--- src/rtl/lightbike_pkg.sv ---
// Shared lightbike definitions: turn command encoding and default player count.
package lightbike_pkg;

    typedef enum logic [1:0] {
        TURN_NONE  = 2'b00,
        TURN_RIGHT = 2'b01,
        TURN_LEFT  = 2'b10
    } turn_e;

    localparam int unsigned DEFAULT_NUM_PLAYERS = 3;

    // A simultaneous left+right press cancels out to no command.
    function automatic logic [1:0] encode_turn(input logic left, input logic right);
        case ({left, right})
            2'b10:   return TURN_LEFT;
            2'b01:   return TURN_RIGHT;
            default: return TURN_NONE;
        endcase
    endfunction

endpackage

--- src/rtl/turn_fifo.sv ---
// Small per-player command FIFO with flush; a push to a full queue only lands if a pop
// frees a slot in the same cycle.
module turn_fifo #(
    parameter int unsigned DEPTH = 2,
    localparam int unsigned PW = (DEPTH > 1) ? $clog2(DEPTH) : 1
) (
    input  logic       CLOCK_50,
    input  logic       reset,
    input  logic       flush,
    input  logic       push,
    input  logic       pop,
    input  logic [1:0] din,
    output logic [1:0] dout,
    output logic       full,
    output logic       empty
);

    logic [1:0]  mem_q [DEPTH];
    logic [PW-1:0] wr_ptr_q, rd_ptr_q;
    logic [PW:0]   count_q;
    logic          do_push, do_pop;

    assign empty   = (count_q == '0);
    assign full    = (count_q == (PW+1)'(DEPTH));
    assign dout    = mem_q[rd_ptr_q];
    assign do_pop  = pop && !empty;
    assign do_push = push && (!full || do_pop);

    // Pointers wrap naturally because DEPTH is a power of two.
    always_ff @(posedge CLOCK_50) begin
        if (reset || flush) begin
            wr_ptr_q <= '0;
            rd_ptr_q <= '0;
            count_q  <= '0;
        end else begin
            if (do_push) begin
                mem_q[wr_ptr_q] <= din;
                wr_ptr_q        <= wr_ptr_q + 1'b1;
            end
            if (do_pop) begin
                rd_ptr_q <= rd_ptr_q + 1'b1;
            end
            case ({do_push, do_pop})
                2'b10:   count_q <= count_q + 1'b1;
                2'b01:   count_q <= count_q - 1'b1;
                default: count_q <= count_q;
            endcase
        end
    end

endmodule

--- src/rtl/player_turn_queue.sv ---
// Per-player turn command queue: key presses become queued turns, popped on game_tick.
// Optional key debouncing is enabled with macro TURN_DEBOUNCE_EN.
module player_turn_queue
    import lightbike_pkg::*;
#(
    parameter int unsigned NUM_PLAYERS     = DEFAULT_NUM_PLAYERS,
    parameter int unsigned QUEUE_DEPTH     = 2,
    parameter logic [15:0] DEBOUNCE_CYCLES = 16'd50000
) (
    input  logic                     CLOCK_50,
    input  logic                     reset,
    input  logic                     game_tick,
    input  logic                     run,
    input  logic [NUM_PLAYERS-1:0]   key_left,
    input  logic [NUM_PLAYERS-1:0]   key_right,
    output logic [2*NUM_PLAYERS-1:0] turn,
    output logic [NUM_PLAYERS-1:0]   overflow
);

    localparam int unsigned NK = 2 * NUM_PLAYERS;

    // Key k < NUM_PLAYERS is a left key, k >= NUM_PLAYERS the matching right key.
    logic [NK-1:0] key_raw, level_q, level_prev_q, held_q, press;
    logic          pop;

    assign key_raw = {key_right, key_left};
    assign pop     = run && game_tick;

`ifdef TURN_DEBOUNCE_EN
    logic [15:0] db_cnt_q [NK];

    always_ff @(posedge CLOCK_50) begin
        if (reset) begin
            level_q <= '0;
            for (int k = 0; k < NK; k++) db_cnt_q[k] <= '0;
        end else begin
            for (int k = 0; k < NK; k++) begin
                if (key_raw[k] != level_q[k]) begin
                    if (db_cnt_q[k] + 16'd1 >= DEBOUNCE_CYCLES) begin
                        level_q[k]  <= key_raw[k];
                        db_cnt_q[k] <= '0;
                    end else begin
                        db_cnt_q[k] <= db_cnt_q[k] + 16'd1;
                    end
                end else begin
                    db_cnt_q[k] <= '0;
                end
            end
        end
    end
`else
    always_ff @(posedge CLOCK_50) begin
        if (reset) level_q <= '0;
        else       level_q <= key_raw;
    end
`endif

    // held_q masks keys that were down during reset until they are seen released.
    always_ff @(posedge CLOCK_50) begin
        if (reset) begin
            level_prev_q <= '0;
            held_q       <= '1;
        end else begin
            level_prev_q <= level_q;
            held_q       <= held_q & key_raw;
        end
    end

    assign press = level_q & ~level_prev_q & ~held_q;

    for (genvar p = 0; p < NUM_PLAYERS; p++) begin : g_player
        logic       push, full, empty;
        logic [1:0] din, dout, turn_q;
        logic       ovf_q;

        assign din  = encode_turn(press[p], press[NUM_PLAYERS+p]);
        assign push = run && (din != TURN_NONE);

        turn_fifo #(
            .DEPTH(QUEUE_DEPTH)
        ) u_fifo (
            .CLOCK_50(CLOCK_50),
            .reset   (reset),
            .flush   (!run),
            .push    (push),
            .pop     (pop),
            .din     (din),
            .dout    (dout),
            .full    (full),
            .empty   (empty)
        );

        always_ff @(posedge CLOCK_50) begin
            if (reset) begin
                turn_q <= TURN_NONE;
                ovf_q  <= 1'b0;
            end else begin
                if (!run)          turn_q <= TURN_NONE;
                else if (game_tick) turn_q <= empty ? TURN_NONE : dout;
                // A full queue is never empty, so a pop here always frees a slot.
                if (push && full && !pop) ovf_q <= 1'b1;
            end
        end

        assign turn[2*p +: 2] = turn_q;
        assign overflow[p]    = ovf_q;
    end

endmodule

--- config.mk ---
export PLATFORM = sky130hd
export DESIGN_NAME = player_turn_queue
export DESIGN_NICKNAME = d
export VERILOG_FILES = /design/src/rtl/lightbike_pkg.sv /design/src/rtl/turn_fifo.sv /design/src/rtl/player_turn_queue.sv
export SDC_FILE = /design/constraint.sdc
export NUM_CORES = 1
export LEC_CHECK = 0
export CORE_ASPECT_RATIO = 0.9
export CORE_MARGIN = 2
export CORE_UTILIZATION = 55
export DETAILED_ROUTE_END_ITERATION = 7
export PLACE_DENSITY_LB_ADDON = 0.15
export SLEW_MARGIN = 0
export SYNTH_ARGS = -nofsm -noshare
export SYNTH_HDL_FRONTEND = slang
export SYNTH_HIERARCHICAL = 1
export SYNTH_SLANG_ARGS = --single-unit
--- constraint.sdc ---
create_clock -name CLOCK_50 -period 4.4 [get_ports CLOCK_50]
set_clock_uncertainty 0.15 [all_clocks]
set_input_delay 0.44 -clock CLOCK_50 [delete_from_list [all_inputs] [get_ports CLOCK_50]]
set_output_delay 0.44 -clock CLOCK_50 [all_outputs]
set_load 0.02 [all_outputs]
==> results of run 1 <==
[sequential cells by signal, indices dropped and copies added (netlist names), named ones only]
signal                    count
g_player.u_fifo/wr_ptr_q      3
g_player.u_fifo/rd_ptr_q      3
held_q                        6
g_player.u_fifo/count_q       6
g_player.u_fifo/mem_q        12
level_q                       6
g_player.ovf_q                3
level_prev_q                  6
g_player.turn_q               6
[final timing paths]
path / start / to / slack (ns) / cells past startpoint
max: run / g_player[0].u_fifo/count_q[1]$_SDFFE_PP0P_ / 1.90 / 7
min: g_player[1].ovf_q$_SDFFE_PP0P_ / g_player[1].ovf_q$_SDFFE_PP0P_ / 0.30 / 2
max reg2reg: level_q[5]$_SDFF_PP0_ / g_player[2].u_fifo/count_q[1]$_SDFFE_PP0P_ / 2.14 / 7
min reg2reg: g_player[1].ovf_q$_SDFFE_PP0P_ / g_player[1].ovf_q$_SDFFE_PP0P_ / 0.30 / 2
[cell families after synthesis]
group / synth area share
simple gates: 0.208
flops: 0.544
xor+xnor: 0.0357
fa+ha+maj: 0.0510
compound gates: 0.0799
buf+inv: 0.0368
mux: 0.0442
[critical path, stage by stage]
cell             delay, ns
clkdlybuf4s50_1       0.60
inv_1                 0.33
nor2_1                0.22
o21ai_2               0.11
ha_1                  0.34
or3_1                 0.36
a21boi_1              0.16
[synth_stat cells (all sizes together) (9+ instances only)]
cell | n | area, sq um
nand2b | 10 | 70.1
dfxtp | 42 | 841
nor3 | 9 | 45.0
edfxtp | 12 | 360
ha | 9 | 113
nor2b | 12 | 75.1
a21oi | 9 | 45.0
inv | 10 | 37.5
nor2 | 15 | 56.3
[layer usage]
metal  GRT usage  part of all wire  up-vias  wire length, microns
li1            -                 -      722                     -
met1       0.221              0.45      690                  1680
met2       0.301              0.47       49                  1760
met3      0.0505             0.056        8                   208
met4      0.0731             0.017        0                    63
met5           0                 0        -                     0
[per-stage QoR]
| step | util | hold WS [ns] | std cells | power, uW |
|---|---|---|---|---|
| after floorplan | - | 0.276 | 201 | 566 |
| after global placement | 0.637 | 0.286 | 260 | 584 |
| after detailed placement | 0.637 | 0.294 | 260 | 587 |
| after CTS | 0.660 | 0.308 | 267 | 848 |
| after global routing | 0.660 | 0.337 | 267 | 877 |
| final | 0.660 | 0.305 | 267 | 840 |
[power groups by stage]
stage	Clock, uW	Combinational, uW	Sequential (uW)
after CTS	272	54.2	522
after detailed placement	0	53.8	534
after global routing	293	60.3	523
after floorplan	0	34.1	532
final	264	54.2	522
after global placement	0	51.0	533
[final cells by class]
cell class / count / area (sq um) / area share
Tap cell: 46 / 57.6 / 0.0231
Inverter: 10 / 37.5 / 0.0150
Timing Repair Buffer: 19 / 188 / 0.0752
Multi-Input combinational cell: 131 / 926 / 0.371
Sequential cell: 54 / 1200 / 0.481
Clock buffer: 7 / 86.3 / 0.0346
==> flow_metrics.py, run 1 <==
metrics = {
    "logic_synthesis": {
        "syn_avg_cell_area_sq_um": 11.0,
        "synth_fp_nets": 220,
        "async_flop_share": 0,
        "synth_cells": 201,
        "synth_edf_count": 12,
        "syn_area_sq_um": 2210,
        "synth_ff_type": "dfxtp_1",
        "yosysSeqAreaShare": 0.544,
        "synth_warnings": 6,
        "ys_ff_latch": 54,
        "netlist-cell-type-count": 30,
    },
    "timing": {
        "maxSlewHeadroom": 0.521,
        "hold_viol": 0,
        "max_freq_ghz": 0.400,
        "setup_viol": 0,
        "slew_viol_final": 0,
        "setup_tns_ns": 0,
        "rsz0062_at_grt": "no",
        "post-route-min-period_ns": 2.50,
        "tightest_slew_ns": 0.716,
        "period_share": 0.568,
        "setup_ws_ns": 1.90,
    },
    "floorplanning": {
        "die_w_microns": 70.8,
        "floorplan.die_area_sq_um": 4540,
        "dieHeight_microns": 64.1,
        "io-pin-count": 19,
        "start_util": 0.584,
        "row_count": 21,
        "core_sq_um": 3780,
    },
    "power": {
        "internal-power_uw": 667,
        "p_switching_uw": 173,
        "switching_share": 0.206,
        "power_density_nw_per_um2": 337,
        "p_leak_uw": 0.000895,
        "clkPwrFrac": 0.314,
        "ir_drop_v": 0.000227,
        "pwr-share-comb": 0.064,
        "seq_power_share": 0.621,
    },
    "placed_design": {
        "place.gp.congestion": 0.778,
        "place_hpwl_microns": 2800,
        "preCtsSetupSlack_ns": 1.62,
        "placed_area_sq_um": 2410,
        "io_buffers": 18,
    },
    "finish": {
        "drive_gt1_frac": 0.0905,
        "mostFrequentLayoutCells": "dfxtp_1 (42), clkdlybuf4s50_1 (18), nor2_1 (15)",
        "diodes": 0,
        "stdcell_area_sq_um": 2500,
        "num-nets-final": 240,
        "num-fill-cells": 327,
        "final_common_cell": "dfxtp_1",
        "area_growth_pct": 13.0,
    },
    "worst_setup_path": {
        "worst_ep_arrival_time_ns": 2.58,
        "end_kind": "flip-flop",
        "path_max_fanout": 21,
        "cp.required_ns": 4.48,
        "start_kind": "primary input",
        "path_class": "in -> reg",
    },
    "global_routing": {
        "antenna_found_initial": 0,
        "grt-ovfl-total": 0,
        "track_usage": 0.181,
        "grt_first_pass_wirelength_microns": 6350,
        "grt_start_max_net_pins": 23,
        "grt_pass1_vias": 1443,
    },
    "routing": {
        "drt-initial-drc-count": 116,
        "route.detailed.drc": 0,
        "ant_nets": 0,
        "first_pass_iters": 4,
        "drt_wl_total_microns": 3710,
        "wire_per_inst_microns": 13.9,
        "via_per_inst": 5.50,
        "vias": 1469,
    },
    "clock_network": {
        "cts_root_buf": "clkbuf_8",
        "cts.sinks": 54,
        "cts_buffers": 5,
        "clock_latency_ns": 0.30,
        "cts_max_path_buffers": 2,
        "cts.clk_slew.worst_paths_ns": 0.09,
        "cts_resized": 0,
        "postCtsHoldBufs": 0,
        "postCtsSetupBuffers": 0,
        "h-tree-depth": 2,
        "cts_tree": "built",
    },
    "run": {
        "maxCapViolCount": 0,
    },
    "status": {
        "status": "finished clean",
    },
    "worst_hold_path": {
        "hold_path.class": "reg -> reg",
    },
}
Note: power is estimated with default switching activity, not from simulation.
==> run 2, diff against run 1 <==
- clock period: 4.4 -> 2.6 ns (I/O delays scaled with it)
==> run 2 against run 1 <==
Count of clock-buffer cells in the layout is the same. Sequential share of layout area decreased by 0.50 points. Register-to-register slack worse by 1.9 ns. Critical path depth did not move. Global-route usage is 0.12 points lower. Die area unchanged.
==> flow_metrics.py, run 2 (synthesis gave the netlist of run 1 again) <==
metrics = {
    "status": {
        "status": "finished clean",
    },
    "timing": {
        "post-route-min-period_ns": 2.32,
        "tightest_slew_ns": 0.551,
        "max_freq_ghz": 0.432,
        "hold_viol": 0,
        "maxSlewHeadroom": 0.628,
        "hold_slack_ns": 0.312,
        "rsz0062_at_grt": "no",
        "setup_viol": 0,
        "period_share": 0.891,
        "setup_tns_ns": 0,
        "slew_viol_final": 0,
    },
    "routing": {
        "route.detailed.drc": 0,
        "drt-initial-drc-count": 85,
        "drt_wl_total_microns": 3610,
        "via_per_inst": 5.36,
        "vias": 1459,
        "first_pass_iters": 4,
        "ant_nets": 0,
        "wire_per_inst_microns": 13.3,
    },
    "clock_network": {
        "cts.clk_slew.worst_paths_ns": 0.09,
        "cts_resized": 0,
        "cts_root_buf": "clkbuf_8",
        "cts.sinks": 54,
        "postCtsSetupBuffers": 0,
        "h-tree-depth": 2,
        "cts_tree": "built",
        "cts_buffers": 5,
        "clock_latency_ns": 0.29,
        "postCtsHoldBufs": 0,
        "cts_max_path_buffers": 2,
    },
    "finish": {
        "largest_register_ffs": 12,
        "drive_gt1_frac": 0.106,
        "final_common_cell": "dfxtp_1",
        "mostFrequentLayoutCells": "dfxtp_1 (42), clkdlybuf4s50_1 (18), nor2_1 (15)",
        "stdcell_count": 272,
        "stdcell_area_sq_um": 2520,
        "num-nets-final": 244,
        "fin_util": 0.667,
        "area_growth_pct": 14.2,
        "regMostFlops": "g_player.u_fifo/mem_q",
        "diodes": 0,
    },
    "global_routing": {
        "grt-ovfl-total": 0,
        "track_usage": 0.180,
        "grt_first_pass_wirelength_microns": 6340,
        "antenna_found_initial": 0,
        "grt_start_max_net_pins": 22,
        "grt_pass1_vias": 1412,
    },
    "floorplanning": {
        "core_sq_um": 3780,
        "dieHeight_microns": 64.1,
        "floorplan.die_area_sq_um": 4540,
        "die_w_microns": 70.8,
        "io-pin-count": 19,
        "row_count": 21,
        "start_util": 0.584,
    },
    "worst_setup_path": {
        "path_max_fanout": 4,
        "cp_slowest_cell": "nor3b_1",
        "cp.buffers_inverters": 0,
        "cpMostUsedCell": "ha_1",
        "worst_ep_arrival_time_ns": 2.39,
        "end_kind": "flip-flop",
        "start_kind": "flip-flop",
        "cp.required_ns": 2.68,
        "critPathMaxStageDelay_ns": 0.36,
        "path_cells": "nor3b_1 -> ha_1 -> nor2_1 -> o21ai_2 -> ha_1 -> or3_1 -> a21boi_1",
        "cpLargestDelayFamily": "simple AND/OR/NAND/NOR gates",
        "path_class": "reg -> reg",
    },
    "placed_design": {
        "io_buffers": 18,
        "place_hpwl_microns": 2700,
        "placed_area_sq_um": 2440,
        "place.gp.congestion": 0.816,
        "dp.cells": 264,
    },
    "power": {
        "p_leak_uw": 0.000913,
        "power_density_nw_per_um2": 558,
        "ir_drop_v": 0.000376,
    },
    "worst_hold_path": {
        "hold_path.class": "reg -> reg",
    },
    "run": {
        "maxCapViolCount": 0,
    },
}
-- run 2: cell count changes in the layout (fill, tap and decap cells not counted) --
cell / change
buf_4: +4
clkbuf_1: +1
clkbuf_8: -1
inv_4: +1
-- run 2: per-stage QoR --
stage / power, uW / setup WS, ns
2_1_floorplan: 958 / 0.601
3_3_place_gp: 992 / 0.326
3_5_place_dp: 998 / 0.243
4_1_cts: 1430 / 0.294
5_1_grt: 1470 / 0.0959
6_report: 1410 / 0.283
-- run 2: final timing paths --
kind / from / endpoint / slack [ns] / cells past startpoint
worst max-delay path: level_q[4]$_SDFF_PP0_ / g_player[1].u_fifo/count_q[1]$_SDFFE_PP0P_ / 0.28 / 7
worst min-delay path: g_player[1].ovf_q$_SDFFE_PP0P_ / g_player[1].ovf_q$_SDFFE_PP0P_ / 0.31 / 2
worst max register to register: level_q[4]$_SDFF_PP0_ / g_player[1].u_fifo/count_q[1]$_SDFFE_PP0P_ / 0.28 / 7
worst min register to register: g_player[1].ovf_q$_SDFFE_PP0P_ / g_player[1].ovf_q$_SDFFE_PP0P_ / 0.31 / 2
-- run 2: cell type report --
class / instances / area [sq um]
Timing Repair Buffer: 23 / 218
Fill cell: 305 / 1260
Inverter: 10 / 37.5
Sequential cell: 54 / 1200
Multi-Input combinational cell: 131 / 926
Clock buffer: 7 / 76.3
Clock inverter: 1 / 6.26
Tap cell: 46 / 57.6
-- run 2: worst reg2reg max path, cell delays in order, from the launching register on --
cell      delay (ns)
dfxtp_1         0.34
nor3b_1         0.36
ha_1            0.33
nor2_1          0.13
o21ai_2         0.11
ha_1            0.34
or3_1           0.35
a21boi_1        0.14
-- run 2: per-layer routing --
metal,GRT usage,share of wire,up-vias,wire [microns]
met5,0,0,-,0
met4,0.0495,0.0053,0,19
met3,0.0615,0.050,2,181
met2,0.286,0.47,36,1680
met1,0.234,0.48,688,1730
li1,-,-,733,-
-- run 2: report_power, final --
part / switching [uW] / internal (uW)
registers: 9.79 / 873
clock network: 238 / 191
logic: 47.6 / 48.0
total: 296 / 1110
